## src/rtl/uart_cmd_parser_if.sv

```systemverilog
// Byte stream in, held command out, payload read port and error counters between the parser and the GPU core.
// master = parser side, slave = UART/core side.
interface uart_cmd_parser_if #(
  parameter int MAX_PAYLOAD = 16
);
  localparam int LW = $clog2(MAX_PAYLOAD + 1);
  localparam int AW = $clog2(MAX_PAYLOAD);

  logic [7:0]    rx_data;
  logic          rx_valid;
  logic          cmd_valid;
  logic          cmd_ready;
  logic [7:0]    cmd_op;
  logic [LW-1:0] cmd_len;
  logic [AW-1:0] pl_addr;
  logic [7:0]    pl_data;
  logic [7:0]    err_chk;
  logic [7:0]    err_len;
  logic [7:0]    err_drop;
  logic [7:0]    err_tmo;

  modport master (
    input  rx_data, rx_valid, cmd_ready, pl_addr,
    output cmd_valid, cmd_op, cmd_len, pl_data, err_chk, err_len, err_drop, err_tmo
  );

  modport slave (
    output rx_data, rx_valid, cmd_ready, pl_addr,
    input  cmd_valid, cmd_op, cmd_len, pl_data, err_chk, err_len, err_drop, err_tmo
  );
endinterface

```

## src/rtl/uart_cmd_parser.sv

```systemverilog
// Frames SYNC/OP/LEN/payload/CHK bytes into one held command; cmd_valid rises the edge after a good CHK byte.
// Never stalls the UART: bytes arriving while a command is held are dropped and counted.
module uart_cmd_parser #(
  parameter int         MAX_PAYLOAD    = 16,
  parameter int         TIMEOUT_CYCLES = 2_000_000,
  parameter logic [7:0] SYNC_BYTE      = 8'hA5
) (
  input  logic               clk,
  input  logic               rst,
  uart_cmd_parser_if.master  bus
);
  localparam int LW = $clog2(MAX_PAYLOAD + 1);
  localparam int AW = $clog2(MAX_PAYLOAD);
  localparam int TW = $clog2(TIMEOUT_CYCLES + 1);

  typedef enum logic [2:0] {
    ST_IDLE,
    ST_OP,
    ST_LEN,
    ST_PAYLOAD,
    ST_CHK,
    ST_HOLD
  } state_e;

  state_e        state_q, state_d;
  logic [7:0]    op_q, op_d;
  logic [LW-1:0] len_q, len_d;
  logic [LW-1:0] idx_q, idx_d;
  logic [7:0]    chk_q, chk_d;
  logic [7:0]    cmd_op_q, cmd_op_d;
  logic [LW-1:0] cmd_len_q, cmd_len_d;
  logic [TW-1:0] tmo_q, tmo_d;
  logic [7:0]    err_chk_q, err_chk_d;
  logic [7:0]    err_len_q, err_len_d;
  logic [7:0]    err_drop_q, err_drop_d;
  logic [7:0]    err_tmo_q, err_tmo_d;
  logic [7:0]    pl_data_q, pl_data_d;

  logic [7:0]    pl_mem [MAX_PAYLOAD];
  logic          wr_en;
  logic [AW-1:0] wr_addr;

  function automatic logic [7:0] sat_inc(input logic [7:0] v);
    return (v == 8'hFF) ? v : v + 8'd1;
  endfunction

  always_comb begin
    state_d    = state_q;
    op_d       = op_q;
    len_d      = len_q;
    idx_d      = idx_q;
    chk_d      = chk_q;
    cmd_op_d   = cmd_op_q;
    cmd_len_d  = cmd_len_q;
    tmo_d      = '0;
    err_chk_d  = err_chk_q;
    err_len_d  = err_len_q;
    err_drop_d = err_drop_q;
    err_tmo_d  = err_tmo_q;
    wr_en      = 1'b0;
    wr_addr    = idx_q[AW-1:0];
    pl_data_d  = pl_mem[bus.pl_addr];

    case (state_q)
      ST_IDLE: begin
        if (bus.rx_valid && bus.rx_data == SYNC_BYTE) state_d = ST_OP;
      end
      ST_OP: begin
        if (bus.rx_valid) begin
          op_d    = bus.rx_data;
          chk_d   = bus.rx_data;
          state_d = ST_LEN;
        end
      end
      ST_LEN: begin
        if (bus.rx_valid) begin
          chk_d = chk_q ^ bus.rx_data;
          if (bus.rx_data > 8'(MAX_PAYLOAD)) begin
            err_len_d = sat_inc(err_len_q);
            state_d   = ST_IDLE;
          end else begin
            len_d   = bus.rx_data[LW-1:0];
            idx_d   = '0;
            state_d = (bus.rx_data == 8'd0) ? ST_CHK : ST_PAYLOAD;
          end
        end
      end
      ST_PAYLOAD: begin
        if (bus.rx_valid) begin
          wr_en = 1'b1;
          chk_d = chk_q ^ bus.rx_data;
          idx_d = idx_q + LW'(1);
          if (idx_q == len_q - LW'(1)) state_d = ST_CHK;
        end
      end
      ST_CHK: begin
        if (bus.rx_valid) begin
          if (bus.rx_data == chk_q) begin
            cmd_op_d  = op_q;
            cmd_len_d = len_q;
            state_d   = ST_HOLD;
          end else begin
            err_chk_d = sat_inc(err_chk_q);
            state_d   = ST_IDLE;
          end
        end
      end
      ST_HOLD: begin
        // A byte landing on the acceptance cycle is still lost; the frame it began is not recovered.
        if (bus.rx_valid) err_drop_d = sat_inc(err_drop_q);
        if (bus.cmd_ready) state_d = ST_IDLE;
      end
      default: state_d = ST_IDLE;
    endcase

    // Timeout only runs mid-frame; a byte restarts it, and it never races a byte-driven transition.
    if (state_q inside {ST_OP, ST_LEN, ST_PAYLOAD, ST_CHK} && !bus.rx_valid) begin
      if (tmo_q == TW'(TIMEOUT_CYCLES - 1)) begin
        err_tmo_d = sat_inc(err_tmo_q);
        state_d   = ST_IDLE;
      end else begin
        tmo_d = tmo_q + TW'(1);
      end
    end
  end

  always_ff @(posedge clk) begin
    if (rst) begin
      state_q    <= ST_IDLE;
      op_q       <= '0;
      len_q      <= '0;
      idx_q      <= '0;
      chk_q      <= '0;
      cmd_op_q   <= '0;
      cmd_len_q  <= '0;
      tmo_q      <= '0;
      err_chk_q  <= '0;
      err_len_q  <= '0;
      err_drop_q <= '0;
      err_tmo_q  <= '0;
      pl_data_q  <= '0;
    end else begin
      state_q    <= state_d;
      op_q       <= op_d;
      len_q      <= len_d;
      idx_q      <= idx_d;
      chk_q      <= chk_d;
      cmd_op_q   <= cmd_op_d;
      cmd_len_q  <= cmd_len_d;
      tmo_q      <= tmo_d;
      err_chk_q  <= err_chk_d;
      err_len_q  <= err_len_d;
      err_drop_q <= err_drop_d;
      err_tmo_q  <= err_tmo_d;
      pl_data_q  <= pl_data_d;
    end
  end

  always_ff @(posedge clk) begin
    if (wr_en) pl_mem[wr_addr] <= bus.rx_data;
  end

  assign bus.cmd_valid = (state_q == ST_HOLD);
  assign bus.cmd_op    = cmd_op_q;
  assign bus.cmd_len   = cmd_len_q;
  assign bus.pl_data   = pl_data_q;
  assign bus.err_chk   = err_chk_q;
  assign bus.err_len   = err_len_q;
  assign bus.err_drop  = err_drop_q;
  assign bus.err_tmo   = err_tmo_q;
endmodule
```

## src/flat_wrapper.sv

```systemverilog
// flat-port wrapper written by rule: the top's interface ports become plain ports
module uart_cmd_parser_flat 
#(
  parameter int         MAX_PAYLOAD    = 16,
  parameter int         TIMEOUT_CYCLES = 2_000_000,
  parameter logic [7:0] SYNC_BYTE      = 8'hA5
)
  (clk, rst, bus_rx_data, bus_rx_valid, bus_cmd_ready, bus_pl_addr, bus_cmd_valid, bus_cmd_op, bus_cmd_len, bus_pl_data, bus_err_chk, bus_err_len, bus_err_drop, bus_err_tmo);
  uart_cmd_parser_if #(.MAX_PAYLOAD(MAX_PAYLOAD)) bus_i ();
  input  logic clk;
  input  logic rst;
  input wire logic [$bits(bus_i.rx_data)-1:0] bus_rx_data;
  input wire logic [$bits(bus_i.rx_valid)-1:0] bus_rx_valid;
  input wire logic [$bits(bus_i.cmd_ready)-1:0] bus_cmd_ready;
  input wire logic [$bits(bus_i.pl_addr)-1:0] bus_pl_addr;
  output wire logic [$bits(bus_i.cmd_valid)-1:0] bus_cmd_valid;
  output wire logic [$bits(bus_i.cmd_op)-1:0] bus_cmd_op;
  output wire logic [$bits(bus_i.cmd_len)-1:0] bus_cmd_len;
  output wire logic [$bits(bus_i.pl_data)-1:0] bus_pl_data;
  output wire logic [$bits(bus_i.err_chk)-1:0] bus_err_chk;
  output wire logic [$bits(bus_i.err_len)-1:0] bus_err_len;
  output wire logic [$bits(bus_i.err_drop)-1:0] bus_err_drop;
  output wire logic [$bits(bus_i.err_tmo)-1:0] bus_err_tmo;
  assign bus_i.rx_data = bus_rx_data;
  assign bus_i.rx_valid = bus_rx_valid;
  assign bus_i.cmd_ready = bus_cmd_ready;
  assign bus_i.pl_addr = bus_pl_addr;
  assign bus_cmd_valid = bus_i.cmd_valid;
  assign bus_cmd_op = bus_i.cmd_op;
  assign bus_cmd_len = bus_i.cmd_len;
  assign bus_pl_data = bus_i.pl_data;
  assign bus_err_chk = bus_i.err_chk;
  assign bus_err_len = bus_i.err_len;
  assign bus_err_drop = bus_i.err_drop;
  assign bus_err_tmo = bus_i.err_tmo;
  uart_cmd_parser #(.MAX_PAYLOAD(MAX_PAYLOAD), .TIMEOUT_CYCLES(TIMEOUT_CYCLES), .SYNC_BYTE(SYNC_BYTE)) u_core (.clk(clk), .rst(rst), .bus(bus_i));
endmodule
```

## config.mk

```make
export PLATFORM = sky130hd
export DESIGN_NAME = uart_cmd_parser_flat
export DESIGN_NICKNAME = d
export VERILOG_FILES = /design/src/rtl/uart_cmd_parser_if.sv /design/src/rtl/uart_cmd_parser.sv /design/src/flat_wrapper.sv
export SDC_FILE = /design/constraint.sdc
export NUM_CORES = 1
export LEC_CHECK = 0
export ABC_AREA = 1
export BUFFER_PORTS_ARGS = -buffer_cell sky130_fd_sc_hd__buf_2
export CORE_MARGIN = 2
export CORE_UTILIZATION = 65
export DETAILED_ROUTE_END_ITERATION = 16
export PLACE_DENSITY = 0.95
export SETUP_SLACK_MARGIN = 0.2
export SYNTH_ARGS = -nofsm -noshare
export SYNTH_HDL_FRONTEND = slang
export SYNTH_SLANG_ARGS = --single-unit
```

## constraint.sdc

```tcl
create_clock -name clk -period 4.74 [get_ports clk]
set_input_delay 0.474 -clock clk [delete_from_list [all_inputs] [get_ports clk]]
set_output_delay 0.474 -clock clk [all_outputs]
set_load 0.005 [all_outputs]
```

Word level (Yosys, flattened, before mapping). Memory sizes are Yosys's and may differ from the RTL's. A register that Yosys moved wholly into a read port is not among the register bits. Cells that the tools add are included.

Muxes and demuxes: 24. Reductions and logical operators: 19. Bitwise gates (word level): 8. Magnitude comparators: 1. Eq/ne operators: 18. Add/sub/neg operators: 7.

Operators with widths (number): equality test 8 bit (second input constant) (5); 2-to-1 mux 3 bit (12); adder 8 x 1 -> 8 bit (second input constant) (4); adder 21 x 1 -> 21 bit (second input constant) (1); equality test 21 bit (second input constant) (1); case mux 3 bit (6 select lines) (1); 2-to-1 mux 8 bit (2); case mux 8 bit (2 select lines) (1); 2-to-1 mux 5 bit (3); AND reduction 3 bit (5); AND reduction 4 bit (3); case mux 5 bit (2 select lines) (1); equality test 8 bit (1); greater-than comparator 8 x 5 -> 1 bit (second input constant) (1); zero test 8 bit (1); inequality test 2 bit (second input constant) (4); XOR 8 bit (1); NOT 1 bit (7); equality test 3 x 2 -> 1 bit (second input constant) (2); equality test 3 bit (second input constant) (2); adder 5 x 1 -> 5 bit (second input constant) (1); equality test 5 bit (1); subtractor 5 x 1 -> 5 bit (second input constant) (1); 2-to-1 mux 1 bit (4); other kinds (10) (12).

Memories kept: 1. Bits of input ports: 16. Word-level logic and storage cells: 90. RAM bits: 128. Output and inout port bits: 54. Bits in registers: 95.

Memories: u_core.pl_mem (words 16, bits a word 8, rd ports 1, clocked after Yosys merged registers in 1, wr ports 1, line uart_cmd_parser.sv:39) `logic [7:0] pl_mem [MAX_PAYLOAD];`.

Depth between registers and ports, before layout. Gate-level depths: netlist of run 1.

Depth in word-level cells: 7. Gate-level depth with buffers: 13. Mapped depth without buffers: 13.

Least setup slack after synthesis of run 1. Ideal clock, no wire load.

Path type: register -> register. From: register u_core.state_q[2]. To: memory u_core.pl_mem[0][0] (enable). Setup time: 0.370 ns. Buffers on the path: 0. Required time: 4.370 ns. Path slack: 2.970 ns. Clock period less this slack: 1.770 ns. Cell stages (with the launch flop): 8. Arrival time: 1.400 ns. Cells stage by stage: dfxtp_1 > inv_2 > nand2_2 > nor2_1 > nand2_1 > inv_1 > nand2_1 > nor2_1.

Cells in the longest elaborated chain, start to end: 4.

RTL lines: start, declared (line uart_cmd_parser.sv:25) `state_e state_q, state_d;`; start signal, assigned (line uart_cmd_parser.sv:143) `state_q <= state_d;`; equality test 3 x 2 -> 1 bit (line uart_cmd_parser.sv:64) `case (state_q)`; 2-to-1 mux 1 bit (line uart_cmd_parser.sv:64); 2-to-1 mux 1 bit (line uart_cmd_parser.sv:160) `if (wr_en) pl_mem[wr_addr] <= bus.rx_data;`; 2-to-1 mux 1 bit (implied by the code) (line uart_cmd_parser.sv:160); end, declared (line uart_cmd_parser.sv:39).

No other way between the ends.

Worst setup path after layout of run 1.
From: register u_core.state_q[0]. To: register u_core.tmo_q[15].

Cells in the longest elaborated chain, start to end: 5. Elaborated cells on any way between the ends: 8. Classes of those cells: 4 x eq/ne; 1 x bitwise; 3 x reduce/logical.

RTL lines: equality test 3 x 1 -> 1 bit, or another cell as far along (line uart_cmd_parser.sv:117) `if (state_q inside {ST_OP, ST_LEN, ST_PAYLOAD, ST_CHK} && !bus.rx_valid) begin`; nonzero test 4 bit (*) (line uart_cmd_parser.sv:117); logical AND 1 bit (*) (line uart_cmd_parser.sv:117); NOT 1 bit (no line) (*); OR reduction 3 bit (no line) (*); end signal, assigned (line uart_cmd_parser.sv:150) `tmo_q <= tmo_d;`; end, declared (line uart_cmd_parser.sv:32) `logic [TW-1:0] tmo_q, tmo_d;`.

Every way passes the cells marked *; elsewhere a longest branch is shown, timed or not. A chain may end at the register's enable or synchronous reset.

==> reports/qor.txt, run 1 <==
detailed placement HPWL - 15900 um
vias post-DR - 8516
IO Port Bufs - 69
Worst Path Class, Setup - flop to flop
CP Cell Sequence - inv_2 > nand2_2 > nand2_1 > a21oi_2 > nand3_1 > o21bai_1 > nor2_1
insertion delay to the later sink of the worst-skew pair - 0.52 ns
total gr overflow - 0
Placer Congestion - 0.923
max cap viols - 0
WP data required - 5.19 ns
max-slew violations - 0
initial DRC count - 917
internal power - 0.00341 W
Starting Density - 67.0%
Crit. End Element - flop
share of cells above drive strength 1 - 12.4%
n_diodes - 0
initial antenna violation count - 0
most frequent cells in the layout - nor2_1 (186), nand2_1 (181), edfxtp_1 (128)
RSZ-0062 raised after global routing - no
Synth Net Count - 1145
DRT Wirelength - 25800 um
CTS H-tree lvls - 1
most common cell after layout, fill and taps aside - nor2_1
NetSw - 0.000897 W
Root Buffer - clkbuf_16
min cycle time layout - 2.45 ns
DR vias/cell - 6.07
Max stage delay on crit path - 0.66 ns
Worst Tran Pin Value - 1.01 ns
maximum VDD drop - 0.000276 V
Hold/Removal Path Class - input port to flop
pin count of the biggest net entering global routing - 65
CTS Sinks - 231
Post-synth ARST share - 0%
Leak - 4.21 nW
overall die height - 129 um
Power Dens Cells - 374 nW/um^2
CP max-delay cell - nand3_1
Primary FF master, synth - edfxtp_1
first-pass GRT wire length - 40900 um
Post-CTS Hold Fix Bufs - 0
Mapped Area - 10200 um^2
final hold violation count - 0
sw frac - 20.8%
syn avg cell area - 9.14 um^2
CTS tree - built
die width - 129 um
post-synth cell types - 39
drt wl/cell - 18.4 um
Tot GR Track Use - 31.3%
Setup-failing EPs final - 0
core area - 15300 um^2
DRC - 0
die outline area - 16700 um^2
Slew HR - 32.2%
I/O pin count - 70
clock skew - 0.0102 ns
Worst Path Arrival - 2.90 ns
nets - 1201
drt first pass iters - 5
Post-synth EDFFs - 128
sequential element share of the synthesized area - 57.8%
synth-to-layout area growth - 12.6%
CP startpoint kind - flop
# rows - 45
number of synthesized register bits - 231
fmax - 408 MHz
Setup TNS - 0 ns
Synth warnings - 0
Seq pwr share - 49.2%
clock buffer depth - 3
final antenna-violating net count - 0
Mapped Cells - 1119
fin util - 75.5%
number of post-CTS setup repair buffers - 0
Clk pwr share - 47.1%
total clock buffers created by CTS - 24
period utilisation layout - 51.7%
clock-pin slew on the worst setup and hold paths - 0.06 ns
status - completed
post_cts resized - 0
Comb pwr share - 3.7%
CP Max Fanout - 20
number of global-route vias before repair - 8075
[sequential cells by signal, summed over array words and instances (netlist names)]
register and cells:
u_core.chk_q 8, u_core.bus.err_chk 8, u_core.tmo_q 21, u_core.bus.pl_data 8, u_core.bus.cmd_op 8, u_core.bus.err_tmo 8, u_core.pl_mem 128, u_core.bus.cmd_len 5
u_core.len_q 5, u_core.bus.err_drop 8, u_core.op_q 8, u_core.idx_q 5, u_core.state_q 3, u_core.bus.err_len 8
[cells by family after synthesis]
family,share of synthesized area (%)
flops,57.8
buf+inv,4.98
compound gates,11.6
xor+xnor,2.66
fa+ha+maj,1.22
simple gates,21.8
[final timing paths]
check                          end         startpoint  slack [ns]  cells past startpoint
min          u_core.bus.pl_data[1]     bus_pl_addr[3]        0.36                      3
max               u_core.tmo_q[15]  u_core.state_q[0]        2.29                      7
min reg2reg        u_core.tmo_q[0]    u_core.tmo_q[0]        0.45                      1
max reg2reg       u_core.tmo_q[15]  u_core.state_q[0]        2.29                      7
[power by group through the flow]
| stage | Combinational, W | Clock, W | Sequential [W] |
|---|---|---|---|
| floorplan | 0.0000891 | 0 | 0.00216 |
| global placement | 0.000144 | 0 | 0.00216 |
| detailed placement | 0.000151 | 0 | 0.00216 |
| CTS | 0.000154 | 0.00204 | 0.00212 |
| global route | 0.000172 | 0.00211 | 0.00212 |
| finish | 0.000158 | 0.00203 | 0.00212 |
[area by class of cell]
| type | count | area, um^2 |
|---|---|---|
| Clock buffer | 31 | 698 |
| Clock inverter | 13 | 164 |
| Fill cell | 970 | 3740 |
| Inverter | 82 | 308 |
| Multi-Input combinational cell | 764 | 3810 |
| Sequential cell | 231 | 5910 |
| Tap cell | 211 | 264 |
| Timing Repair Buffer | 72 | 368 |
[through the flow]
step                setup WS [ns]  hold WS (ns)  area (um^2)  std cells  total power [W]
CTS                          2.30         0.325        11500       1404          0.00431
global placement             2.35         0.427        10700       1360          0.00231
floorplan                    2.97         0.418        10200       1119          0.00225
detailed placement           2.11         0.442        10700       1360          0.00231
finish                       2.29         0.360        11500       1404          0.00430
global route                 2.11         0.379        11500       1404          0.00440
[cell usage after synthesis, types with 12 or more instances]
cell	count	area, um^2
o21ai_0	84	420
buf_2	17	85.1
xnor2_1	14	123
o211ai_1	33	248
a21oi_1	75	375
nand3_1	72	360
edfxtp_1	128	3840
inv_2	14	52.6
xor2_1	17	149
nor3_1	27	135
clkbuf_1	21	78.8
nand2_1	181	679
dfxtp_1	103	2060
inv_1	68	255
nor2_1	186	698
nand4_1	12	75.1
[critical path: cells and delay by family (launching register included)]
family,cells,cell delay (ns)
compound gates,2,0.94
simple gates,4,0.92
buf+inv,1,0.07
flops,1,0.42
[routing by layer]
layer  track usage (%)  vias to the layer above  share of wire [%]  wire length [um]
li1                  -                     3924                  -                 -
met1              38.7                     3937                 37              9680
met2              53.2                      546                 48             12500
met3              5.53                      109                9.3              2400
met4              16.3                        0                4.9              1260
met5                 0                        -                  0                 0
Note: power is estimated with default switching activity, not from simulation.
==> inputs of run 2 (changes only) <==
--- a/config.mk
+++ b/config.mk
@@ -8,9 +8,9 @@
 export ABC_AREA = 1
 export BUFFER_PORTS_ARGS = -buffer_cell sky130_fd_sc_hd__buf_2
 export CORE_MARGIN = 2
-export CORE_UTILIZATION = 65
+export CORE_UTILIZATION = 54
 export DETAILED_ROUTE_END_ITERATION = 16
-export PLACE_DENSITY = 0.95
+export PLACE_DENSITY = 0.86
 export SETUP_SLACK_MARGIN = 0.2
 export SYNTH_ARGS = -nofsm -noshare
 export SYNTH_HDL_FRONTEND = slang
==> constraint.sdc (replaced) <==
create_clock -name clk -period 2.1 [get_ports clk]
set_input_delay 0.21 -clock clk [delete_from_list [all_inputs] [get_ports clk]]
set_output_delay 0.21 -clock clk [all_outputs]
set_load 0.005 [all_outputs]
==> run 2 against run 1 <==
  * Maximum frequency up 37%
  * Die area is 20% higher
  * Via count is 2.6% lower
  * Register-to-register slack lost 2.0 ns
  * Combinational power up 140%
  * Utilization decreased by 12 points
  * Critical path type unchanged
==> reports/qor.txt, run 2 (synthesis gave the netlist of run 1 again) <==
CP Cell Sequence - ha_1 > nand3_2 > nor2_1 > nand3_1 > nor2_4 > nand2_2 > nand2_1 > a21oi_1
Placer Congestion - 0.923
Clk pwr share - 45.8%
insertion delay to the later sink of the worst-skew pair - 0.52 ns
Max stage delay on crit path - 0.35 ns
Comb pwr share - 4.1%
first-pass GRT wire length - 40000 um
# rows - 50
min cycle time layout - 1.79 ns
I/O pin count - 70
DRC - 0
Largest regs - u_core.pl_mem (128), u_core.tmo_q (21)
DR vias/cell - 5.68
number of global-route vias before repair - 8003
total clock buffers created by CTS - 24
CP max-delay cell - dfxtp_1
Tot GR Track Use - 24.9%
Starting Density - 54.8%
CP Max Fanout - 8
Post-Layout Cell Count - 1459
Post-Place Cells - 1415
Setup-failing EPs final - 0
clock-pin slew on the worst setup and hold paths - 0.06 ns
internal power - 0.00754 W
CTS H-tree lvls - 1
detailed placement HPWL - 16400 um
clock skew - 0.00844 ns
fillcell total - 1435
Setup TNS - 0 ns
NetSw - 0.00199 W
Register Area - 5910 um^2
synth-to-layout area growth - 15.6%
max-slew violations - 0
CTS Sinks - 231
sw frac - 20.8%
clock buffer depth - 3
max cap viols - 0
Leak - 4.37 nW
CP delay by family, top - simple AND/OR/NAND/NOR gates
drt first pass iters - 5
worst path buffer plus inverter count - 0
drt wl/cell - 16.9 um
total gr overflow - 0
n_diodes - 0
fin util - 63.4%
Worst Tran Pin Value - 0.654 ns
RSZ-0062 raised after global routing - no
share of cells above drive strength 1 - 15.1%
Worst Path Class, Setup - flop to flop
final hold violation count - 0
DRT Wirelength - 24700 um
maximum VDD drop - 0.000592 V
core area - 18600 um^2
initial antenna violation count - 0
pin count of the biggest net entering global routing - 65
WP data required - 2.47 ns
Worst Path Arrival - 2.15 ns
most common cell after layout, fill and taps aside - nor2_1
Power Dens Cells - 806 nW/um^2
Hold/Removal Path Class - input port to flop
period utilisation layout - 85.1%
Seq pwr share - 50.1%
vias post-DR - 8292
most frequent cells in the layout - nor2_1 (184), nand2_1 (178), edfxtp_1 (128)
status - completed
area of the multi-input gates - 3840 um^2
CTS tree - built
Crit. End Element - flop
fmax - 560 MHz
Post-CTS Hold Fix Bufs - 0
die outline area - 20000 um^2
initial DRC count - 742
total power - 0.00953 W
overall die height - 142 um
CP startpoint kind - flop
Biggest register - u_core.pl_mem
Slew HR - 56.4%
die width - 142 um
Root Buffer - clkbuf_16
nets - 1235
max reg flops - 128
IO Port Bufs - 69
final antenna-violating net count - 0
-- run 2: changes by cell type in the layout (fill, tap and decap cells not counted), sizes merged --
cell      before  now
buf           72  106
bufinv         4    3
clkinvlp       2    1
-- run 2: what timing repair did --
item | 4_1_cts | 5_1_grt
setup buffers | 0 | 2
setup endpoints to repair | 96 | 130
pin swaps | 0 | 1
resized for setup | 1 | 10
-- run 2: layout make-up --
type	count	share of cell area (%)
multi-input combinational	764	32.5
clock buffer	31	5.82
sequential	231	50.0
clock inverter	11	1.08
timing repair buffer	106	5.52
tap	234	2.48
inverter	82	2.60
-- run 2: through the flow --
stage               cell area, um^2  setup slack, ns  hold slack, ns
global route                  11800            0.202          0.0173
detailed placement            10900            0.209           0.451
global placement              10900            0.286           0.431
CTS                           11800            0.207          0.0344
floorplan                     10200            0.330           0.309
finish                        11800            0.314          0.0370
-- run 2: power groups by stage --
stage,clock [W],combinational [W],sequential [W]
floorplan,0,0.000201,0.00488
global placement,0,0.000366,0.00488
detailed placement,0,0.000377,0.00488
CTS,0.00440,0.000379,0.00478
global route,0.00460,0.000420,0.00478
finish,0.00436,0.000387,0.00478
-- run 2: layer usage --
metal / vias up / wire length (um) / global-route usage (%)
met3: 87 / 2160 / 5.84
met2: 383 / 11500 / 40.9
met1: 3830 / 9890 / 31.4
met5: - / 0 / 0
met4: 0 / 1170 / 11.4
li1: 3992 / - / -
-- run 2: final timing paths --
path | start | endpoint | slack, ns | cells past startpoint
setup reg to reg | u_core.tmo_q[0] | u_core.bus.err_tmo[4] | 0.31 | 8
hold / removal | bus_rx_data[7] | u_core.pl_mem[9][7] | 0.04 | 1
hold reg to reg | u_core.tmo_q[0] | u_core.tmo_q[0] | 0.46 | 1
setup / recovery | u_core.tmo_q[0] | u_core.bus.err_tmo[4] | 0.31 | 8
